==> src/rtl/gpu_mem_pkg.sv <==
// Shared definitions for the GPU memory path: port FSM encoding, bus widths
// and the SDRAM window offset applied by the top level.
package gpu_mem_pkg;

  localparam int GPU_WORD_WIDTH          = 32;
  localparam int GPU_SDRAM_ADDRESS_WIDTH = 24;
  localparam int GPU_TIMEOUT_CYCLES      = 1024;

  localparam logic [29:0] SDRAM_BASE_OFFSET = 30'h3E000000;

  localparam logic [2:0] ST_IDLE      = 3'd0;
  localparam logic [2:0] ST_REQUEST   = 3'd1;
  localparam logic [2:0] ST_ISSUE     = 3'd2;
  localparam logic [2:0] ST_WAIT_DATA = 3'd3;
  localparam logic [2:0] ST_RELEASE   = 3'd4;

  typedef enum logic [2:0] {
    PORT_IDLE      = ST_IDLE,
    PORT_REQUEST   = ST_REQUEST,
    PORT_ISSUE     = ST_ISSUE,
    PORT_WAIT_DATA = ST_WAIT_DATA,
    PORT_RELEASE   = ST_RELEASE
  } mem_port_state_t;

endpackage

==> src/rtl/gpu_sdram_port_if.sv <==
// Core, arbiter and Avalon SDRAM signals of one per-core memory port.
// The master side is the port itself; the slave side is core + arbiter + bus.
interface gpu_sdram_port_if
  import gpu_mem_pkg::*;
#(
  parameter int WORD_WIDTH          = GPU_WORD_WIDTH,
  parameter int SDRAM_ADDRESS_WIDTH = GPU_SDRAM_ADDRESS_WIDTH
);
  logic [SDRAM_ADDRESS_WIDTH-1:0] core_address;
  logic                           core_read;
  logic                           core_write;
  logic [WORD_WIDTH-1:0]          core_writedata;
  logic [WORD_WIDTH-1:0]          core_readdata;
  logic                           core_busy;
  logic                           core_done;
  logic                           core_error;

  logic                           mem_request;
  logic                           mem_authorized;

  logic [SDRAM_ADDRESS_WIDTH-1:0] sdram_address;
  logic                           sdram_read;
  logic                           sdram_write;
  logic [WORD_WIDTH-1:0]          sdram_writedata;
  logic                           sdram_waitrequest;
  logic [WORD_WIDTH-1:0]          sdram_readdata;
  logic                           sdram_readdatavalid;

  modport master (
    input  core_address, core_read, core_write, core_writedata,
    input  mem_authorized,
    input  sdram_waitrequest, sdram_readdata, sdram_readdatavalid,
    output core_readdata, core_busy, core_done, core_error,
    output mem_request,
    output sdram_address, sdram_read, sdram_write, sdram_writedata
  );

  modport slave (
    output core_address, core_read, core_write, core_writedata,
    output mem_authorized,
    output sdram_waitrequest, sdram_readdata, sdram_readdatavalid,
    input  core_readdata, core_busy, core_done, core_error,
    input  mem_request,
    input  sdram_address, sdram_read, sdram_write, sdram_writedata
  );

endinterface

==> src/rtl/gpu_sdram_port.sv <==
// Per-core SDRAM port: takes one word access from the core, wins the shared
// Avalon bus from the arbiter, runs the transfer and releases the bus again.
module gpu_sdram_port
  import gpu_mem_pkg::*;
#(
  parameter int WORD_WIDTH          = GPU_WORD_WIDTH,
  parameter int SDRAM_ADDRESS_WIDTH = GPU_SDRAM_ADDRESS_WIDTH,
  parameter int TIMEOUT_CYCLES      = GPU_TIMEOUT_CYCLES
) (
  input  logic              clock,
  input  logic              reset_n,
  gpu_sdram_port_if.master  bus
);

  localparam int CNT_WIDTH = $clog2(TIMEOUT_CYCLES);
  localparam logic [CNT_WIDTH-1:0] CNT_LAST = CNT_WIDTH'(TIMEOUT_CYCLES - 1);
  localparam logic [SDRAM_ADDRESS_WIDTH-1:0] ADDR_MASK =
    {{(SDRAM_ADDRESS_WIDTH-2){1'b1}}, 2'b00};

  logic [2:0]                     state_r, state_s;
  logic [SDRAM_ADDRESS_WIDTH-1:0] addr_r, addr_s;
  logic [WORD_WIDTH-1:0]          wdata_r, wdata_s;
  logic                           op_read_r, op_read_s;
  logic [CNT_WIDTH-1:0]           cnt_r, cnt_s;
  logic [WORD_WIDTH-1:0]          readdata_r, readdata_s;
  logic                           busy_r, busy_s;
  logic                           done_r, done_s;
  logic                           error_r, error_s;
  logic                           request_r, request_s;
  logic [SDRAM_ADDRESS_WIDTH-1:0] sdram_address_r, sdram_address_s;
  logic                           sdram_read_r, sdram_read_s;
  logic                           sdram_write_r, sdram_write_s;
  logic [WORD_WIDTH-1:0]          sdram_writedata_r, sdram_writedata_s;
  logic                           issue_s;

  // Next-state and next-output logic for the bus-ownership FSM.
  always_comb begin
    state_s    = state_r;
    addr_s     = addr_r;
    wdata_s    = wdata_r;
    op_read_s  = op_read_r;
    cnt_s      = cnt_r;
    readdata_s = readdata_r;
    request_s  = request_r;
    done_s     = 1'b0;
    error_s    = 1'b0;
    case (state_r)
      ST_IDLE: begin
        if (bus.core_read || bus.core_write) begin
          // A simultaneous read and write resolves to the read.
          addr_s    = bus.core_address & ADDR_MASK;
          wdata_s   = bus.core_writedata;
          op_read_s = bus.core_read;
          request_s = 1'b1;
          state_s   = ST_REQUEST;
        end else begin
          request_s = 1'b0;
        end
      end
      ST_REQUEST: begin
        if (bus.mem_authorized) begin
          state_s = ST_ISSUE;
        end else begin
          state_s = ST_REQUEST;
        end
      end
      ST_ISSUE: begin
        if (bus.sdram_waitrequest) begin
          state_s = ST_ISSUE;
        end else if (op_read_r) begin
          cnt_s   = {CNT_WIDTH{1'b0}};
          state_s = ST_WAIT_DATA;
        end else begin
          done_s    = 1'b1;
          request_s = 1'b0;
          state_s   = ST_RELEASE;
        end
      end
      ST_WAIT_DATA: begin
        if (bus.sdram_readdatavalid) begin
          readdata_s = bus.sdram_readdata;
          done_s     = 1'b1;
          request_s  = 1'b0;
          state_s    = ST_RELEASE;
        end else if (cnt_r == CNT_LAST) begin
          done_s    = 1'b1;
          error_s   = 1'b1;
          request_s = 1'b0;
          state_s   = ST_RELEASE;
        end else begin
          cnt_s = cnt_r + CNT_WIDTH'(1);
        end
      end
      ST_RELEASE: begin
        // Hold off until the grant is gone so a stale grant never re-issues.
        if (bus.mem_authorized) begin
          state_s = ST_RELEASE;
        end else begin
          state_s = ST_IDLE;
        end
      end
      default: begin
        request_s = 1'b0;
        state_s   = ST_IDLE;
      end
    endcase

    // Bus outputs are non-zero only while issuing, so all ports can be ORed.
    issue_s           = (state_s == ST_ISSUE);
    busy_s            = (state_s != ST_IDLE);
    sdram_address_s   = issue_s ? addr_s : {SDRAM_ADDRESS_WIDTH{1'b0}};
    sdram_read_s      = issue_s & op_read_s;
    sdram_write_s     = issue_s & ~op_read_s;
    sdram_writedata_s = (issue_s && !op_read_s) ? wdata_s : {WORD_WIDTH{1'b0}};
  end

  // State, latched command and registered outputs.
  always_ff @(posedge clock or negedge reset_n) begin
    if (!reset_n) begin
      state_r           <= ST_IDLE;
      addr_r            <= {SDRAM_ADDRESS_WIDTH{1'b0}};
      wdata_r           <= {WORD_WIDTH{1'b0}};
      op_read_r         <= 1'b0;
      cnt_r             <= {CNT_WIDTH{1'b0}};
      readdata_r        <= {WORD_WIDTH{1'b0}};
      busy_r            <= 1'b0;
      done_r            <= 1'b0;
      error_r           <= 1'b0;
      request_r         <= 1'b0;
      sdram_address_r   <= {SDRAM_ADDRESS_WIDTH{1'b0}};
      sdram_read_r      <= 1'b0;
      sdram_write_r     <= 1'b0;
      sdram_writedata_r <= {WORD_WIDTH{1'b0}};
    end else begin
      state_r           <= state_s;
      addr_r            <= addr_s;
      wdata_r           <= wdata_s;
      op_read_r         <= op_read_s;
      cnt_r             <= cnt_s;
      readdata_r        <= readdata_s;
      busy_r            <= busy_s;
      done_r            <= done_s;
      error_r           <= error_s;
      request_r         <= request_s;
      sdram_address_r   <= sdram_address_s;
      sdram_read_r      <= sdram_read_s;
      sdram_write_r     <= sdram_write_s;
      sdram_writedata_r <= sdram_writedata_s;
    end
  end

  assign bus.core_readdata   = readdata_r;
  assign bus.core_busy       = busy_r;
  assign bus.core_done       = done_r;
  assign bus.core_error      = error_r;
  assign bus.mem_request     = request_r;
  assign bus.sdram_address   = sdram_address_r;
  assign bus.sdram_read      = sdram_read_r;
  assign bus.sdram_write     = sdram_write_r;
  assign bus.sdram_writedata = sdram_writedata_r;

endmodule
==> src/flat_wrapper.sv <==
// flat-port wrapper written by rule: the top's interface ports become plain ports
module gpu_sdram_port_flat import gpu_mem_pkg::*;
#(
  parameter int WORD_WIDTH          = GPU_WORD_WIDTH,
  parameter int SDRAM_ADDRESS_WIDTH = GPU_SDRAM_ADDRESS_WIDTH,
  parameter int TIMEOUT_CYCLES      = GPU_TIMEOUT_CYCLES
)
  (clock, reset_n, bus_core_address, bus_core_read, bus_core_write, bus_core_writedata, bus_mem_authorized, bus_sdram_waitrequest, bus_sdram_readdata, bus_sdram_readdatavalid, bus_core_readdata, bus_core_busy, bus_core_done, bus_core_error, bus_mem_request, bus_sdram_address, bus_sdram_read, bus_sdram_write, bus_sdram_writedata);
  gpu_sdram_port_if #(.WORD_WIDTH(WORD_WIDTH), .SDRAM_ADDRESS_WIDTH(SDRAM_ADDRESS_WIDTH)) bus_i ();
  input  logic clock;
  input  logic reset_n;
  input wire logic [$bits(bus_i.core_address)-1:0] bus_core_address;
  input wire logic [$bits(bus_i.core_read)-1:0] bus_core_read;
  input wire logic [$bits(bus_i.core_write)-1:0] bus_core_write;
  input wire logic [$bits(bus_i.core_writedata)-1:0] bus_core_writedata;
  input wire logic [$bits(bus_i.mem_authorized)-1:0] bus_mem_authorized;
  input wire logic [$bits(bus_i.sdram_waitrequest)-1:0] bus_sdram_waitrequest;
  input wire logic [$bits(bus_i.sdram_readdata)-1:0] bus_sdram_readdata;
  input wire logic [$bits(bus_i.sdram_readdatavalid)-1:0] bus_sdram_readdatavalid;
  output wire logic [$bits(bus_i.core_readdata)-1:0] bus_core_readdata;
  output wire logic [$bits(bus_i.core_busy)-1:0] bus_core_busy;
  output wire logic [$bits(bus_i.core_done)-1:0] bus_core_done;
  output wire logic [$bits(bus_i.core_error)-1:0] bus_core_error;
  output wire logic [$bits(bus_i.mem_request)-1:0] bus_mem_request;
  output wire logic [$bits(bus_i.sdram_address)-1:0] bus_sdram_address;
  output wire logic [$bits(bus_i.sdram_read)-1:0] bus_sdram_read;
  output wire logic [$bits(bus_i.sdram_write)-1:0] bus_sdram_write;
  output wire logic [$bits(bus_i.sdram_writedata)-1:0] bus_sdram_writedata;
  assign bus_i.core_address = bus_core_address;
  assign bus_i.core_read = bus_core_read;
  assign bus_i.core_write = bus_core_write;
  assign bus_i.core_writedata = bus_core_writedata;
  assign bus_i.mem_authorized = bus_mem_authorized;
  assign bus_i.sdram_waitrequest = bus_sdram_waitrequest;
  assign bus_i.sdram_readdata = bus_sdram_readdata;
  assign bus_i.sdram_readdatavalid = bus_sdram_readdatavalid;
  assign bus_core_readdata = bus_i.core_readdata;
  assign bus_core_busy = bus_i.core_busy;
  assign bus_core_done = bus_i.core_done;
  assign bus_core_error = bus_i.core_error;
  assign bus_mem_request = bus_i.mem_request;
  assign bus_sdram_address = bus_i.sdram_address;
  assign bus_sdram_read = bus_i.sdram_read;
  assign bus_sdram_write = bus_i.sdram_write;
  assign bus_sdram_writedata = bus_i.sdram_writedata;
  gpu_sdram_port #(.WORD_WIDTH(WORD_WIDTH), .SDRAM_ADDRESS_WIDTH(SDRAM_ADDRESS_WIDTH), .TIMEOUT_CYCLES(TIMEOUT_CYCLES)) u_core (.clock(clock), .reset_n(reset_n), .bus(bus_i));
endmodule
==> config.mk <==
export PLATFORM = sky130hd
export DESIGN_NAME = gpu_sdram_port_flat
export DESIGN_NICKNAME = d
export VERILOG_FILES = /design/src/rtl/gpu_mem_pkg.sv /design/src/rtl/gpu_sdram_port_if.sv /design/src/rtl/gpu_sdram_port.sv /design/src/flat_wrapper.sv
export SDC_FILE = /design/constraint.sdc
export NUM_CORES = 1
export LEC_CHECK = 0
export ABC_AREA = 1
export CORE_MARGIN = 4
export CORE_UTILIZATION = 48
export CTS_CLUSTER_SIZE = 20
export DETAILED_ROUTE_END_ITERATION = 6
export GPL_TIMING_DRIVEN = 0
export PLACE_DENSITY = 0.81
export SLEW_MARGIN = 20
export SYNTH_ARGS = -nofsm -noshare
export SYNTH_HDL_FRONTEND = slang
export SYNTH_SLANG_ARGS = --single-unit
==> constraint.sdc <==
create_clock -name clock -period 2.1 [get_ports clock]
set_input_delay 0.42 -clock clock [delete_from_list [all_inputs] [get_ports clock]]
set_output_delay 0.42 -clock clock [all_outputs]
set_load 0.01 [all_outputs]
==> impl_metrics.tcl, run 1 <==
set metrics [dict create \
    synth_seq_cells 164 \
    ant_nets 0 \
    powerDensity_mw_per_mm2 1440 \
    drive_gt1_frac 0.140 \
    worstPathArrival_ns 2.18 \
    first_global_vias 5215 \
    hp-class "in -> async" \
    critPathLaunch "u_core.cnt_r[0]" \
    synthCells 641 \
    initial_utilization 0.493 \
    overflow 0 \
    fin_crit_sh 0.876 \
    cp_max_fo 10 \
    track_usage 0.210 \
    r2r_cells 10 \
    p_leak_nw 4.32 \
    path_clk_slew_ns 0.06 \
    criticalPathCategory "reg -> reg" \
    worst_pin_slew_ns 0.705 \
    slowest_stage "dfrtp_1" \
    diodes 0 \
    cts_htree_levels 4 \
    finalInstanceArea_mm2 0.00928 \
    place_ws_ns 0.0716 \
    cp-start-kind "flop" \
    routedWlPerCell_um 15.2 \
    hold_viol 0 \
    ff2ff_setup_slack_ns 0.26 \
    final_cell_count_no_fill 1035 \
    tritoncts "built" \
    cts.root.buffer_cell "clkbuf_16" \
    post_cts_buffers 0 \
    die_w_um 125 \
    vias 4971 \
    drtPass1Iterations 7 \
    drt_iter0_drc 294 \
    setup-tns-final_ns 0 \
    ctsLongestPathBuffers 2 \
    gp_congestion 0.947 \
    r2r_end "u_core.cnt_r[6]" \
    cpPeakStageDelay_ns 0.43 \
    numCtsBuffers 17 \
    critical_path.endpoint "u_core.cnt_r[6]" \
    area_growth_pct 41.5 \
    violations "DRC" \
    drc 3 \
    final_util 0.698 \
    cpLargestDelayFamily "simple AND/OR/NAND/NOR gates" \
    cts_hold_buf 0 \
    core-area_mm2 0.0133 \
    max_cap_violations 0 \
    ctsResizeCount 0 \
    worstPathRequired_ns 2.44 \
    ir_worst_vdd_uv 793 \
    wl_um 15800 \
    maxSlewViolCount 0 \
    placedCellCount 1003 \
    grt_pass1_wl_um 26300 \
    whs_ns 0.00159 \
    ys_seq_area_frac 0.626 \
    synth_fp_nets 737 \
    fin_skew_ns 0.0160 \
    fmax_ghz 0.544 \
    cp.depth 10 \
    r2r-start "u_core.cnt_r[0]" \
    viasPerCell 4.80 \
    dpl.hpwl_um 11400 \
    die-area_mm2 0.0156 \
    timing.slew.headroom 0.530 \
    clock_latency_ns 0.43 \
    dieHeight_um 125 \
    rows 42 \
    crit_chain "ha_1, inv_1, nor2_4, nand3_4, nand2_4, nand2_2, inv_2, buf_6, nand2_1, o21ai_1" \
    grt_max_degree 96 \
    setup_slack_ns 0.261 \
    period_needed_ns 1.84 \
    cts.sink_count 164 \
    nets 942 \
    antenna_found_initial 0 \
    avgSynthCellArea_um2 10.2 \
    place_area_mm2 0.00866 \
    syn_area_mm2 0.00656 \
    ys_types 33 \
    io_pins 189 \
    port_buffers 185 \
    status "finished with violations" \
    setup_viol 0 \
    finalPower_mw 13.3 \
    path_buf_inv 3 \
    ys_warn_count 0 \
    end_kind "flop" \
    rsz0062_at_grt "no" \
]
-- placed cells by master (no fill, tap or decap), drive strengths merged --
cell type	count
clkdlybuf4s50	184
dfrtp	164
nand2	110
inv	81
nor2	76
o21ai	62
or2	57
nand3	51
clkbuf	27
buf	23
clkinv	5
nand4	4
bufinv	3
a21oi	2
xor2	2
clkinvlp	2
nor3	2
nand3b	1
a21o	1
o21bai	1
ha	1
-- Yosys cell counts (all sizes together) --
library cell  instances  area (µm²)
clkbuf                8        31.3
a21oi                 2        10.0
dfrtp               164        4100
buf                  21         179
xor2                  2        17.5
inv                  78         293
or2                  57         357
nand3b                1        7.51
nor2                 76         422
o21bai                1        7.51
nor3                  2        15.0
nand3                51         280
ha                    1        12.5
nand2               110         433
nand4                 4        40.0
a21o                  1        7.51
o21ai                62         340
-- metal layers --
metal / share of wire / wire, µm / track usage
met1: 0.41 / 6490 / 0.254
met2: 0.48 / 7600 / 0.344
met3: 0.090 / 1410 / 0.0815
met4: 0.016 / 257 / 0.0714
met5: 0 / 0 / 0
-- where the power goes --
part           internal [mW]  switching [mW]
Combinational           2.45            2.83
Clock                   1.92            1.26
Sequential              4.39           0.477
Total                   8.76            4.57
-- kinds of logic after synthesis --
| group | share of synthesized area |
|---|---|
| AOI/OAI and AO/OA | 0.0557 |
| xor gates and xnor gates | 0.00267 |
| adders and majority gates | 0.00191 |
| buffers and inverters | 0.0767 |
| DFF | 0.626 |
| and+or+nand+nor | 0.237 |
-- sequential cells by signal (all words and copies together), names as in the netlist --
register / cells
u_core.bus.sdram_writedata: 32
u_core.cnt_r: 10
u_core.op_read_r: 1
u_core.bus.sdram_address: 24
u_core.bus.core_busy: 1
u_core.bus.mem_request: 1
u_core.wdata_r: 32
u_core.bus.core_done: 1
u_core.bus.core_error: 1
u_core.bus.sdram_read: 1
u_core.bus.sdram_write: 1
u_core.addr_r: 24
u_core.state_r: 3
u_core.bus.core_readdata: 32
-- cell type report --
cell class,count,area [µm²]
plain buffers,29,210
clock buffers,19,443
clock inverters,13,174
fillers,982,4020
inverters,78,293
multi-input cells,370,1950
flip-flops and latches,164,4100
well taps,176,220
repair buffers,186,1880
-- how the worst min path moves through the flow --
stage / startpoint / slack, ns / depth (start not counted) / to
floorplan: reset_n / 0.12 / 0 / u_core.addr_r[0]
global placement: u_core.addr_r[0] / 0.44 / 2 / u_core.addr_r[0]
detailed placement: u_core.addr_r[0] / 0.45 / 2 / u_core.addr_r[0]
CTS: reset_n / 0.03 / 1 / u_core.bus.sdram_writedata[3]
global route: reset_n / 0.05 / 1 / u_core.bus.sdram_writedata[5]
finish: reset_n / 0.002 / 1 / u_core.bus.sdram_writedata[6]
No activity file was read; power rests on OpenSTA's default activity.
==> run 2, diff against run 1 <==
--- a/config.mk
+++ b/config.mk
@@ -8,6 +8,7 @@
 export ABC_AREA = 1
 export CORE_MARGIN = 4
 export CORE_UTILIZATION = 48
+export CTS_CLUSTER_DIAMETER = 50
 export CTS_CLUSTER_SIZE = 20
 export DETAILED_ROUTE_END_ITERATION = 6
 export GPL_TIMING_DRIVEN = 0
==> results of run 2 <==
No change in the layout: final DEF, timing and power equal those of run 1.
